--- config.mk ---
export PLATFORM = sky130hd
export DESIGN_NAME = alu_mdu
export DESIGN_NICKNAME = d
export VERILOG_FILES = /design/src/rtl/alu_pkg.sv /design/src/rtl/mdu_iter.sv /design/src/rtl/alu_mdu.sv
export SDC_FILE = /design/constraint.sdc
export NUM_CORES = 1
export LEC_CHECK = 0
export CAP_MARGIN = 15
export CORE_ASPECT_RATIO = 0.5
export CORE_UTILIZATION = 35
export DETAILED_ROUTE_END_ITERATION = 16
export GPL_TIMING_DRIVEN = 0
export PLACE_DENSITY_LB_ADDON = 0.08
export SKIP_LAST_GASP = 1
export SYNTH_ARGS = -nofsm -noshare
export SYNTH_HDL_FRONTEND = slang
export SYNTH_SLANG_ARGS = --single-unit
--- constraint.sdc ---
create_clock -name clk -period 2.77 [get_ports clk]
set_clock_uncertainty 0.15 [all_clocks]
set_input_delay 0.831 -clock clk [delete_from_list [all_inputs] [get_ports clk]]
set_output_delay 0.831 -clock clk [all_outputs]
set_load 0.02 [all_outputs]
--- src/rtl/alu_pkg.sv ---
// rtl/alu_pkg.sv - opcode encodings and FSM state type shared by alu_mdu
package alu_pkg;

   localparam logic [3:0] OP_ADD   = 4'b0000;
   localparam logic [3:0] OP_SUB   = 4'b0001;
   localparam logic [3:0] OP_SLL   = 4'b0010;
   localparam logic [3:0] OP_SLT   = 4'b0011;
   localparam logic [3:0] OP_SLTU  = 4'b0100;
   localparam logic [3:0] OP_XOR   = 4'b0101;
   localparam logic [3:0] OP_SRL   = 4'b0110;
   localparam logic [3:0] OP_SRA   = 4'b0111;
   localparam logic [3:0] OP_OR    = 4'b1000;
   localparam logic [3:0] OP_AND   = 4'b1001;
   localparam logic [3:0] OP_MUL   = 4'b1010;
   localparam logic [3:0] OP_MULHU = 4'b1011;
   localparam logic [3:0] OP_DIV   = 4'b1100;
   localparam logic [3:0] OP_DIVU  = 4'b1101;
   localparam logic [3:0] OP_REM   = 4'b1110;
   localparam logic [3:0] OP_REMU  = 4'b1111;

   typedef enum logic [1:0] {
      ST_IDLE = 2'd0,
      ST_BUSY = 2'd1,
      ST_DONE = 2'd2
   } state_t;

   // Opcodes 1010..1111 belong to the iterative multiply/divide unit.
   function automatic logic is_mdu_op(input logic [3:0] op);
      return op[3] & (op[2] | op[1]);
   endfunction

endpackage

--- src/rtl/mdu_iter.sv ---
// rtl/mdu_iter.sv - iterative shift-add multiplier / restoring divider, one bit per cycle
// Ports: clk, rst_n (async active-low); start loads a, b, op (low 3 opcode bits);
//        done pulses one cycle with result valid WIDTH cycles after start.
module mdu_iter #(
   parameter int WIDTH = 32
) (
   input  logic             clk,
   input  logic             rst_n,
   input  logic             start,
   input  logic [2:0]       op,
   input  logic [WIDTH-1:0] a,
   input  logic [WIDTH-1:0] b,
   output logic             done,
   output logic [WIDTH-1:0] result
);

   localparam int CW = $clog2(WIDTH);

   logic                 r_busy;
   logic [CW-1:0]        r_cnt;
   logic [2:0]           r_op;
   logic [2*WIDTH-1:0]   r_prod;
   logic [WIDTH-1:0]     r_mcand;
   logic [WIDTH-1:0]     r_rem;
   logic [WIDTH-1:0]     r_quo;
   logic [WIDTH-1:0]     r_div;
   logic                 r_dz;
   logic                 r_neg_q;
   logic                 r_neg_r;
   logic                 r_done;
   logic [WIDTH-1:0]     r_result;

   logic                 w_sgn;
   logic [WIDTH-1:0]     w_abs_a;
   logic [WIDTH-1:0]     w_abs_b;
   logic [WIDTH:0]       w_sum;
   logic [2*WIDTH-1:0]   w_prod_nxt;
   logic [WIDTH:0]       w_shift;
   logic [WIDTH-1:0]     w_diff;
   logic                 w_ge;
   logic [WIDTH-1:0]     w_rem_nxt;
   logic [WIDTH-1:0]     w_quo_nxt;
   logic [WIDTH-1:0]     w_final;

   // op: [2]=divide, [1]=remainder (divide only), [0]=unsigned / high half
   assign w_sgn   = op[2] & ~op[0];
   assign w_abs_a = (w_sgn && a[WIDTH-1]) ? -a : a;
   assign w_abs_b = (w_sgn && b[WIDTH-1]) ? -b : b;

   // Multiplier: low half of r_prod holds the remaining multiplier bits.
   assign w_sum      = {1'b0, r_prod[2*WIDTH-1:WIDTH]} + {1'b0, r_mcand};
   assign w_prod_nxt = r_prod[0] ? {w_sum, r_prod[WIDTH-1:1]}
                                 : {1'b0, r_prod[2*WIDTH-1:1]};

   // Divider: dividend bits shift out of r_quo into the partial remainder.
   assign w_shift   = {r_rem, r_quo[WIDTH-1]};
   assign w_ge      = (w_shift >= {1'b0, r_div});
   assign w_diff    = w_shift[WIDTH-1:0] - r_div;
   assign w_rem_nxt = w_ge ? w_diff : w_shift[WIDTH-1:0];
   assign w_quo_nxt = {r_quo[WIDTH-2:0], w_ge};

   // Final value formed from the last iteration's next-state values.
   always_comb begin
      w_final = '0;
      if (!r_op[2]) begin
         w_final = r_op[0] ? w_prod_nxt[2*WIDTH-1:WIDTH] : w_prod_nxt[WIDTH-1:0];
      end else if (!r_op[1]) begin
         if (r_dz)
            w_final = '1;
         else
            w_final = r_neg_q ? -w_quo_nxt : w_quo_nxt;
      end else begin
         // Divide by zero leaves the dividend in the remainder naturally.
         w_final = r_neg_r ? -w_rem_nxt : w_rem_nxt;
      end
   end

   always_ff @(posedge clk or negedge rst_n) begin
      if (!rst_n) begin
         r_busy   <= 1'b0;
         r_cnt    <= '0;
         r_op     <= '0;
         r_prod   <= '0;
         r_mcand  <= '0;
         r_rem    <= '0;
         r_quo    <= '0;
         r_div    <= '0;
         r_dz     <= 1'b0;
         r_neg_q  <= 1'b0;
         r_neg_r  <= 1'b0;
         r_done   <= 1'b0;
         r_result <= '0;
      end else begin
         r_done <= 1'b0;
         if (start) begin
            r_busy  <= 1'b1;
            r_cnt   <= '0;
            r_op    <= op;
            r_prod  <= {{WIDTH{1'b0}}, a};
            r_mcand <= b;
            r_rem   <= '0;
            r_quo   <= w_abs_a;
            r_div   <= w_abs_b;
            r_dz    <= (b == '0);
            r_neg_q <= w_sgn & (a[WIDTH-1] ^ b[WIDTH-1]);
            r_neg_r <= w_sgn & a[WIDTH-1];
         end else if (r_busy) begin
            r_prod <= w_prod_nxt;
            r_rem  <= w_rem_nxt;
            r_quo  <= w_quo_nxt;
            r_cnt  <= r_cnt + 1'b1;
            if (r_cnt == CW'(WIDTH-1)) begin
               r_busy   <= 1'b0;
               r_done   <= 1'b1;
               r_result <= w_final;
            end
         end
      end
   end

   assign done   = r_done;
   assign result = r_result;

endmodule

--- src/rtl/alu_mdu.sv ---
// rtl/alu_mdu.sv - single-cycle ALU with optional iterative multiply/divide behind valid/ready
// Build option: define ALU_MDU_M_EN to include the multiply/divide datapath (mdu_iter).
// Ports: clk, rst_n (async active-low); request in_valid/in_ready/in_a/in_b/alu_control;
//        response out_valid/out_ready/result/zero/err.
module alu_mdu
   import alu_pkg::*;
#(
   parameter int WIDTH = 32
) (
   input  logic             clk,
   input  logic             rst_n,
   input  logic             in_valid,
   output logic             in_ready,
   input  logic [WIDTH-1:0] in_a,
   input  logic [WIDTH-1:0] in_b,
   input  logic [3:0]       alu_control,
   output logic             out_valid,
   input  logic             out_ready,
   output logic [WIDTH-1:0] result,
   output logic             zero,
   output logic             err
);

   localparam int SHW = $clog2(WIDTH);

   state_t           r_state;
   logic             r_rst_done;
   logic             r_out_valid;
   logic             r_err;
   logic [WIDTH-1:0] r_result;

   logic             w_accept;
   logic [SHW-1:0]   w_shamt;
   logic [WIDTH-1:0] w_alu_result;
   logic             w_mdu_done;
   logic [WIDTH-1:0] w_mdu_result;

   // r_rst_done keeps in_ready low until the first edge after reset release.
   assign in_ready = r_rst_done && (r_state == ST_IDLE);
   assign w_accept = in_valid && in_ready;
   assign w_shamt  = in_b[SHW-1:0];

   always_comb begin
      w_alu_result = '0;
      case (alu_control)
         OP_ADD:  w_alu_result = in_a + in_b;
         OP_SUB:  w_alu_result = in_a - in_b;
         OP_SLL:  w_alu_result = in_a << w_shamt;
         OP_SLT:  w_alu_result = {{(WIDTH-1){1'b0}}, ($signed(in_a) < $signed(in_b))};
         OP_SLTU: w_alu_result = {{(WIDTH-1){1'b0}}, (in_a < in_b)};
         OP_XOR:  w_alu_result = in_a ^ in_b;
         OP_SRL:  w_alu_result = in_a >> w_shamt;
         OP_SRA:  w_alu_result = $signed(in_a) >>> w_shamt;
         OP_OR:   w_alu_result = in_a | in_b;
         OP_AND:  w_alu_result = in_a & in_b;
         default: w_alu_result = '0;
      endcase
   end

`ifdef ALU_MDU_M_EN
   logic w_mdu_start;

   // Operands go straight into mdu_iter on the accept edge, so the unit
   // starts counting immediately and later input changes cannot leak in.
   assign w_mdu_start = w_accept && is_mdu_op(alu_control);

   mdu_iter #(
      .WIDTH(WIDTH)
   ) u_mdu (
      .clk    (clk),
      .rst_n  (rst_n),
      .start  (w_mdu_start),
      .op     (alu_control[2:0]),
      .a      (in_a),
      .b      (in_b),
      .done   (w_mdu_done),
      .result (w_mdu_result)
   );
`else
   assign w_mdu_done   = 1'b0;
   assign w_mdu_result = '0;
`endif

   always_ff @(posedge clk or negedge rst_n) begin
      if (!rst_n) begin
         r_state     <= ST_IDLE;
         r_rst_done  <= 1'b0;
         r_out_valid <= 1'b0;
         r_result    <= '0;
         r_err       <= 1'b0;
      end else begin
         r_rst_done <= 1'b1;
         case (r_state)
            ST_IDLE: begin
               if (w_accept) begin
                  if (is_mdu_op(alu_control)) begin
`ifdef ALU_MDU_M_EN
                     r_state <= ST_BUSY;
`else
                     r_state     <= ST_DONE;
                     r_result    <= '0;
                     r_err       <= 1'b1;
                     r_out_valid <= 1'b1;
`endif
                  end else begin
                     r_state     <= ST_DONE;
                     r_result    <= w_alu_result;
                     r_err       <= 1'b0;
                     r_out_valid <= 1'b1;
                  end
               end
            end
            ST_BUSY: begin
               if (w_mdu_done) begin
                  r_state     <= ST_DONE;
                  r_result    <= w_mdu_result;
                  r_err       <= 1'b0;
                  r_out_valid <= 1'b1;
               end
            end
            ST_DONE: begin
               if (out_ready) begin
                  r_state     <= ST_IDLE;
                  r_out_valid <= 1'b0;
               end
            end
            default: r_state <= ST_IDLE;
         endcase
      end
   end

   assign out_valid = r_out_valid;
   assign result    = r_result;
   assign zero      = (r_result == '0);
   assign err       = r_err;

endmodule
==> results.sh, run 1 <==
export IMPL_status="complete, but fails checks"
export IMPL_failed_checks="setup timing"
export IMPL_slew_viol_final=0
export IMPL_drt_first_pass_iters=5
export IMPL_ys_seq_area_frac=0.0892
export IMPL_setup_violations_final=32
export IMPL_clk_latency_ns=0.27
export IMPL_dp_hpwl_um=44900
export IMPL_final_design_area_no_fill_mm2=0.0142
export IMPL_worst_setup_path_type="in2reg"
export IMPL_grt_pass1_vias=11659
export IMPL_die_area_mm2=0.0288
export IMPL_avgViaCountPerCell=6.72
export IMPL_dpl_cell_area_mm2=0.0117
export IMPL_max_slew_margin_rel=0.388
export IMPL_tightest_slew_ns=0.906
export IMPL_crit_fanout=9
export IMPL_max_freq_ghz=0.263
export IMPL_synth_top_family_by_area="compound AO/OA/AOI/OAI gates"
export IMPL_grt_setup_unrepaired="yes"
export IMPL_grt_overflow=0
export IMPL_dr_first_iter_drc_count=1873
export IMPL_fin_util=0.526
export IMPL_cts_sinks=35
export IMPL_synthFlopType="dfrtp_1"
export IMPL_drive_above_1_share=0.350
export IMPL_synth_edf_count=0
export IMPL_die_w_um=239
export IMPL_hold_viol_final=0
export IMPL_ctsHtreeMaxLevel=2
export IMPL_num_vias=12732
export IMPL_post_route_min_period_ns=3.80
export IMPL_gp_congestion=1.03
export IMPL_syn_inst=1324
export IMPL_start_util=0.363
export IMPL_max_cap_viol_count=0
export IMPL_syn_to_final_growth_pct=44.8
export IMPL_clockRootBuffer="clkbuf_16"
export IMPL_ys_ff_latch=35
export IMPL_arrival_ns=3.80
export IMPL_routed_wl_um=58500
export IMPL_wire_per_inst_um=30.9
export IMPL_min_path_type="reg2reg"
export IMPL_power_density_mw_per_mm2=310
export IMPL_synth_mux_area_fraction=0.182
export IMPL_synth_compound_area_frac=0.319
export IMPL_grt_usage=0.399
export IMPL_die_height_um=120
export IMPL_cts_buffer_depth=2
export IMPL_synth_cell_types=87
export IMPL_clkSlewWorstSetupHoldPaths_ns=0.05
export IMPL_syn_area_mm2=0.00982
export IMPL_numCtsBuffers=5
export IMPL_port_buffers=106
export IMPL_grt_max_degree=36
export IMPL_drc=0
export IMPL_core_mm2=0.0270
export IMPL_cts_tree="built"
export IMPL_async_reset_ff_frac=1.00
export IMPL_synthAdderAreaFrac=0.132
export IMPL_peakVddDrop_mv=0.268
export IMPL_cp_required_ns=2.76
export IMPL_total_power_mw=4.41
export IMPL_end_kind="register"
export IMPL_setup_ws_ns=-1.03
export IMPL_fin_nets=1691
export IMPL_antenna_found_initial=1
export IMPL_pin_count=108
export IMPL_ant_nets=0
export IMPL_syn_avg_cell_area_um2=7.42
export IMPL_grt_pass1_wl_um=83000
export IMPL_synth_net_count=1498
export IMPL_synth_xor_area_frac=0.00624
export IMPL_row_count=42
export IMPL_min_period_over_period=1.37
export IMPL_yosysWarnings=0
export IMPL_leakagePower_nw=5.70
export IMPL_synthSimpleGateAreaFrac=0.189
export IMPL_start_kind="input port"
synth_stat cells, types with 11 or more instances:
cell      count  area, um^2
nor2_1      148         556
a21oi_1     114         571
nand2_1     102         383
ha_1        100        1250
inv_1        90         338
o21ai_0      79         395
clkbuf_1     68         255
mux4_2       55        1240
nor3_1       38         190
dfrtp_1      35         876
mux2i_1      31         310
a211oi_1     27         203
o21ai_1      24         120
nand3_1      22         110
a31oi_1      21         131
nor4_1       20         125
a221oi_1     19         166
buf_2        19        95.1
a22oi_1      18         135
a21o_1       16         120
mux2_2       16         180
o211ai_1     15         113
o21bai_1     14         105
nor2b_1      13        81.3
buf_1        12        45.0
o21a_1       11        82.6
o22ai_1      11        68.8
layout make-up:
type	count	area [um^2]
Buffer	91	798
Sequential cell	35	876
Antenna cell	2	5.00
Clock inverter	1	5.00
Fill cell	2629	12800
Inverter	96	400
Multi-Input combinational cell	1088	9680
Tap cell	374	468
Timing Repair Buffer	200	1850
Clock buffer	7	133
cells by family after synthesis:
| group | Yosys count |
|---|---|
| muxes | 107 |
| and+or+nand+nor | 401 |
| adders and majority gates | 102 |
| other | 1 |
| buffers and inverters | 201 |
| AOI/OAI and AO/OA | 470 |
| xor gates and xnor gates | 7 |
| DFF | 35 |
through the flow:
step / setup TNS [ns] / hold slack (ns) / std cells / worst slack [ns]
6_report: -24.53 / 0.345 / 1894 / -1.03
5_1_grt: -25.74 / 0.382 / 1892 / -1.06
4_1_cts: -20.85 / 0.352 / 1863 / -0.876
3_5_place_dp: -68.99 / 0.338 / 1807 / -2.71
3_3_place_gp: -70.59 / 0.328 / 1804 / -2.68
2_1_floorplan: -12.68 / 0.385 / 1324 / -0.831
critical path, stage by stage:
cell	delay, ns
buf_12	0.11
inv_12	0.05
buf_12	0.12
buf_12	0.12
ha_4	0.29
o21ai_2	0.13
o21bai_2	0.12
o41a_1	0.49
a211o_4	0.44
a31o_4	0.29
a31o_4	0.26
a211oi_2	0.26
o31a_1	0.19
o22ai_2	0.09
cells in the final DEF (no fill, tap or decap), types with 16 or more instances in the layout:
| master | synthesis | layout |
|---|---|---|
| o21ai_1 | 24 | 27 |
| a21oi_1 | 114 | 89 |
| nand2_1 | 102 | 95 |
| buf_2 | 19 | 21 |
| buf_4 | 3 | 82 |
| clkbuf_2 | 0 | 31 |
| nand3_1 | 22 | 16 |
| a21oi_2 | 0 | 18 |
| mux2i_1 | 31 | 20 |
| nor3_1 | 38 | 30 |
| clkdlybuf4s50_1 | 0 | 53 |
| ha_4 | 0 | 20 |
| buf_6 | 3 | 20 |
| nor2_1 | 148 | 135 |
| o21ai_0 | 79 | 52 |
| mux4_2 | 55 | 55 |
| inv_2 | 5 | 18 |
| a21o_1 | 16 | 16 |
| o21ai_2 | 0 | 19 |
| ha_1 | 100 | 75 |
| dfrtp_1 | 35 | 35 |
| a22oi_1 | 18 | 18 |
| inv_1 | 90 | 71 |
timing repair:
action / in CTS / in global routing
buffers inserted: 57 / 34
pin swaps: 77 / 78
hold buffers: 0 / 0
gates cloned: 3 / 1
endpoints found under the setup margin: 35 / 34
resized for setup: 453 / 152
endpoints found under the hold margin: 0 / 0
state kept, by name (all words and copies together) (netlist names):
| name | flops |
|---|---|
| result | 32 |
| r_rst_done | 1 |
| err | 1 |
| out_valid | 1 |
path summary, 6_finish.rpt:
check	cells after the start	endpoint	slack [ns]	start
max in group asynchronous	1	result[29]	1.49	rst_n
setup reg to reg	8	result[26]	-0.10	out_valid
hold / removal	2	err	0.35	err
setup / recovery	14	result[31]	-1.03	in_b[2]
hold reg to reg	2	err	0.35	err
min in group asynchronous	1	result[7]	0.48	rst_n
layer usage:
layer,track usage,share of wire,vias to the layer above
li1,-,-,5401
met1,0.599,0.43,6274
met2,0.553,0.39,933
met3,0.108,0.15,122
met4,0.0913,0.027,2
met5,0,0.0020,-
power breakdown:
group / leakage, nW / internal [mW] / switching, mW / total [mW]
registers: 0.450 / 0.596 / 0.0947 / 0.691
clock network: 0.0679 / 0.332 / 0.202 / 0.534
logic: 5.19 / 1.31 / 1.87 / 3.18
total: 5.70 / 2.24 / 2.17 / 4.41
Power figures use the tool's default switching activity.
==> run 2: changes to the inputs <==
Settings changed: CORE_UTILIZATION 35 to 25.
Clock period 2.77 ns to 3.1 ns, I/O delays scaled along.
==> run 2 against run 1 <==
Effect of this change:
- critical path depth is 2 higher
- worst hold slack worse by 0.0021 ns
- sequential power is 11% lower
- largest power group unchanged
- via count is 1.3% lower
- sequential share of layout area is 0.31 points lower
- sequential cell count stayed put
- routed wire length is 11% higher
- core utilization is 13 points lower
- highest routed layer is now met4
- the run still ends with setup timing left
- count of clock-buffer cells in the layout is 2 lower
- power is 4.8% lower
==> results.sh, run 2 (synthesis gave the netlist of run 1 again) <==
export IMPL_peakVddDrop_mv=0.232
export IMPL_pin_count=108
export IMPL_arrival_ns=3.94
export IMPL_ctsHtreeMaxLevel=2
export IMPL_cts_sinks=35
export IMPL_p_int_mw=2.14
export IMPL_status="complete, but fails checks"
export IMPL_p_switching_mw=2.06
export IMPL_slowest_delay_ns=0.43
export IMPL_leakagePower_nw=5.90
export IMPL_fin_nets=1709
export IMPL_grt_pass1_wl_um=90000
export IMPL_wire_per_inst_um=31.5
export IMPL_grt_max_degree=36
export IMPL_power_share_combinational=0.714
export IMPL_hold_viol_final=0
export IMPL_post_route_min_period_ns=3.92
export IMPL_die_w_um=282
export IMPL_die_height_um=142
export IMPL_setup_ws_ns=-0.820
export IMPL_critical_path_most_common_cell="buf_12"
export IMPL_cts_buffer_depth=2
export IMPL_cp_num_buf_inv=6
export IMPL_grt_setup_unrepaired="yes"
export IMPL_drive_above_1_share=0.383
export IMPL_dp_hpwl_um=50000
export IMPL_drt_first_pass_iters=6
export IMPL_max_slew_margin_rel=0.385
export IMPL_crit_fanout=4
export IMPL_tightest_slew_ns=0.910
export IMPL_start_util=0.258
export IMPL_max_freq_ghz=0.255
export IMPL_dr_first_iter_drc_count=1440
export IMPL_cpMaxStageDelayCell="o41a_1"
export IMPL_hold_buffers=0
export IMPL_min_period_over_period=1.26
export IMPL_max_cap_viol_count=0
export IMPL_clkSlewWorstSetupHoldPaths_ns=0.06
export IMPL_min_path_type="reg2reg"
export IMPL_fillCellCount=4032
export IMPL_crit_family="compound AO/OA/AOI/OAI gates"
export IMPL_p_clk_frac=0.138
export IMPL_place_ws_ns=-2.63
export IMPL_grt_pass1_vias=11919
export IMPL_num_vias=12562
export IMPL_worst_setup_path_type="in2reg"
export IMPL_clk_latency_ns=0.28
export IMPL_die_area_mm2=0.0401
export IMPL_antenna_found_initial=1
export IMPL_layout_common_cells="nor2_1 (130), buf_4 (105), nand2_1 (90)"
export IMPL_cp_required_ns=3.12
export IMPL_pwr_share_seq=0.147
export IMPL_gp_congestion=0.964
export IMPL_grt_overflow=0
export IMPL_largest_reg_flops=32
export IMPL_path_cells="buf_8 > buf_12 > inv_16 > buf_12 > ha_4 > a211oi_2 > o21bai_2 > o41a_1 > buf_4 > buf_6 > a21o_1 > a21oi_2 > o22ai_2 > o21ai_2 > o211ai_1 > a22o_1"
export IMPL_grt_usage=0.314
export IMPL_avgViaCountPerCell=6.11
export IMPL_drc=0
export IMPL_syn_to_final_growth_pct=52.4
export IMPL_clockRootBuffer="clkbuf_16"
export IMPL_routed_wl_um=64800
export IMPL_setup_tns_final_ns=-17.06
export IMPL_failed_checks="setup timing"
export IMPL_core_mm2=0.0380
export IMPL_cts_tree="built"
export IMPL_fin_util=0.393
export IMPL_end_kind="register"
export IMPL_numCtsBuffers=5
export IMPL_power_density_mw_per_mm2=280
export IMPL_slew_viol_final=0
export IMPL_ant_nets=0
export IMPL_start_kind="input port"
export IMPL_setup_violations_final=32
export IMPL_mostFrequentLayoutCell="nor2_1"
export IMPL_row_count=50
export IMPL_switching_share=0.491
export IMPL_port_buffers=106
==> run 2: changes by cell type in the layout (fill, tap and decap cells not counted), sizes merged, moves of 2 or more <==
cell	change
buf	+21
bufbuf	-2
clkdlybuf4s18	-2
dlygate4sd2	+3
==> run 2: stage by stage <==
| stage | hold slack, ns | std cells | power [mW] | cell area [um^2] |
|---|---|---|---|---|
| 2_1_floorplan | 0.444 | 1324 | 1.90 | 10100 |
| 3_3_place_gp | 0.332 | 1950 | 2.91 | 11800 |
| 3_5_place_dp | 0.333 | 1953 | 2.90 | 11800 |
| 4_1_cts | 0.348 | 2026 | 3.94 | 14200 |
| 5_1_grt | 0.371 | 2056 | 4.38 | 15000 |
| 6_report | 0.343 | 2057 | 4.20 | 15000 |
==> run 2: area by class of cell <==
class | instances | area (um^2) | area share
Antenna cell | 1 | 2.50 | 0.000167
Buffer | 91 | 813 | 0.0543
Timing Repair Buffer | 218 | 1980 | 0.132
Sequential cell | 35 | 876 | 0.0585
Inverter | 96 | 398 | 0.0266
Multi-Input combinational cell | 1088 | 10100 | 0.673
Tap cell | 520 | 651 | 0.0435
Clock buffer | 5 | 125 | 0.00836
Clock inverter | 3 | 43.8 | 0.00293
==> run 2: timing repair <==
item / in CTS / in global routing
pin swaps: 107 / 79
gates resized for setup: 579 / 141
cloned: 1 / 2
buffers inserted: 77 / 31
setup endpoints to repair: 34 / 33
==> run 2: worst paths after layout <==
path                           start         end  slack, ns  depth (start not counted)
min in group asynchronous      rst_n   result[5]       0.60                          1
hold reg to reg                  err         err       0.34                          2
max in group asynchronous      rst_n  result[28]       1.69                          1
setup reg to reg           out_valid  result[11]       0.08                          9
hold / removal                   err         err       0.34                          2
setup / recovery             in_b[1]   result[9]      -0.82                         16
==> run 2: worst reg2reg max path: stages (launching register included) <==
cell	delay, ns
dfrtp_1	0.39
nor2b_1	0.40
nand2_1	0.42
clkbuf_2	0.40
a22oi_1	0.37
o21ai_4	0.15
a21oi_1	0.17
o21ai_2	0.16
a31oi_1	0.24
a21oi_2	0.07
==> run 2: metal layers <==
metal / vias to the layer above / track usage / share of wire
met5: - / 0 / 0
met2: 649 / 0.445 / 0.40
met4: 0 / 0.0492 / 0.021
met1: 6400 / 0.480 / 0.48
li1: 5434 / - / -
met3: 79 / 0.0721 / 0.099
==> run 2: power by group through the flow <==
| stage | clock network, mW | registers, mW | logic [mW] |
|---|---|---|---|
| finish | 0.581 | 0.618 | 3.00 |
| global route | 0.615 | 0.630 | 3.13 |
| CTS | 0.595 | 0.620 | 2.73 |
| detailed placement | 0 | 0.625 | 2.28 |
| global placement | 0 | 0.625 | 2.29 |
| floorplan | 0 | 0.686 | 1.22 |
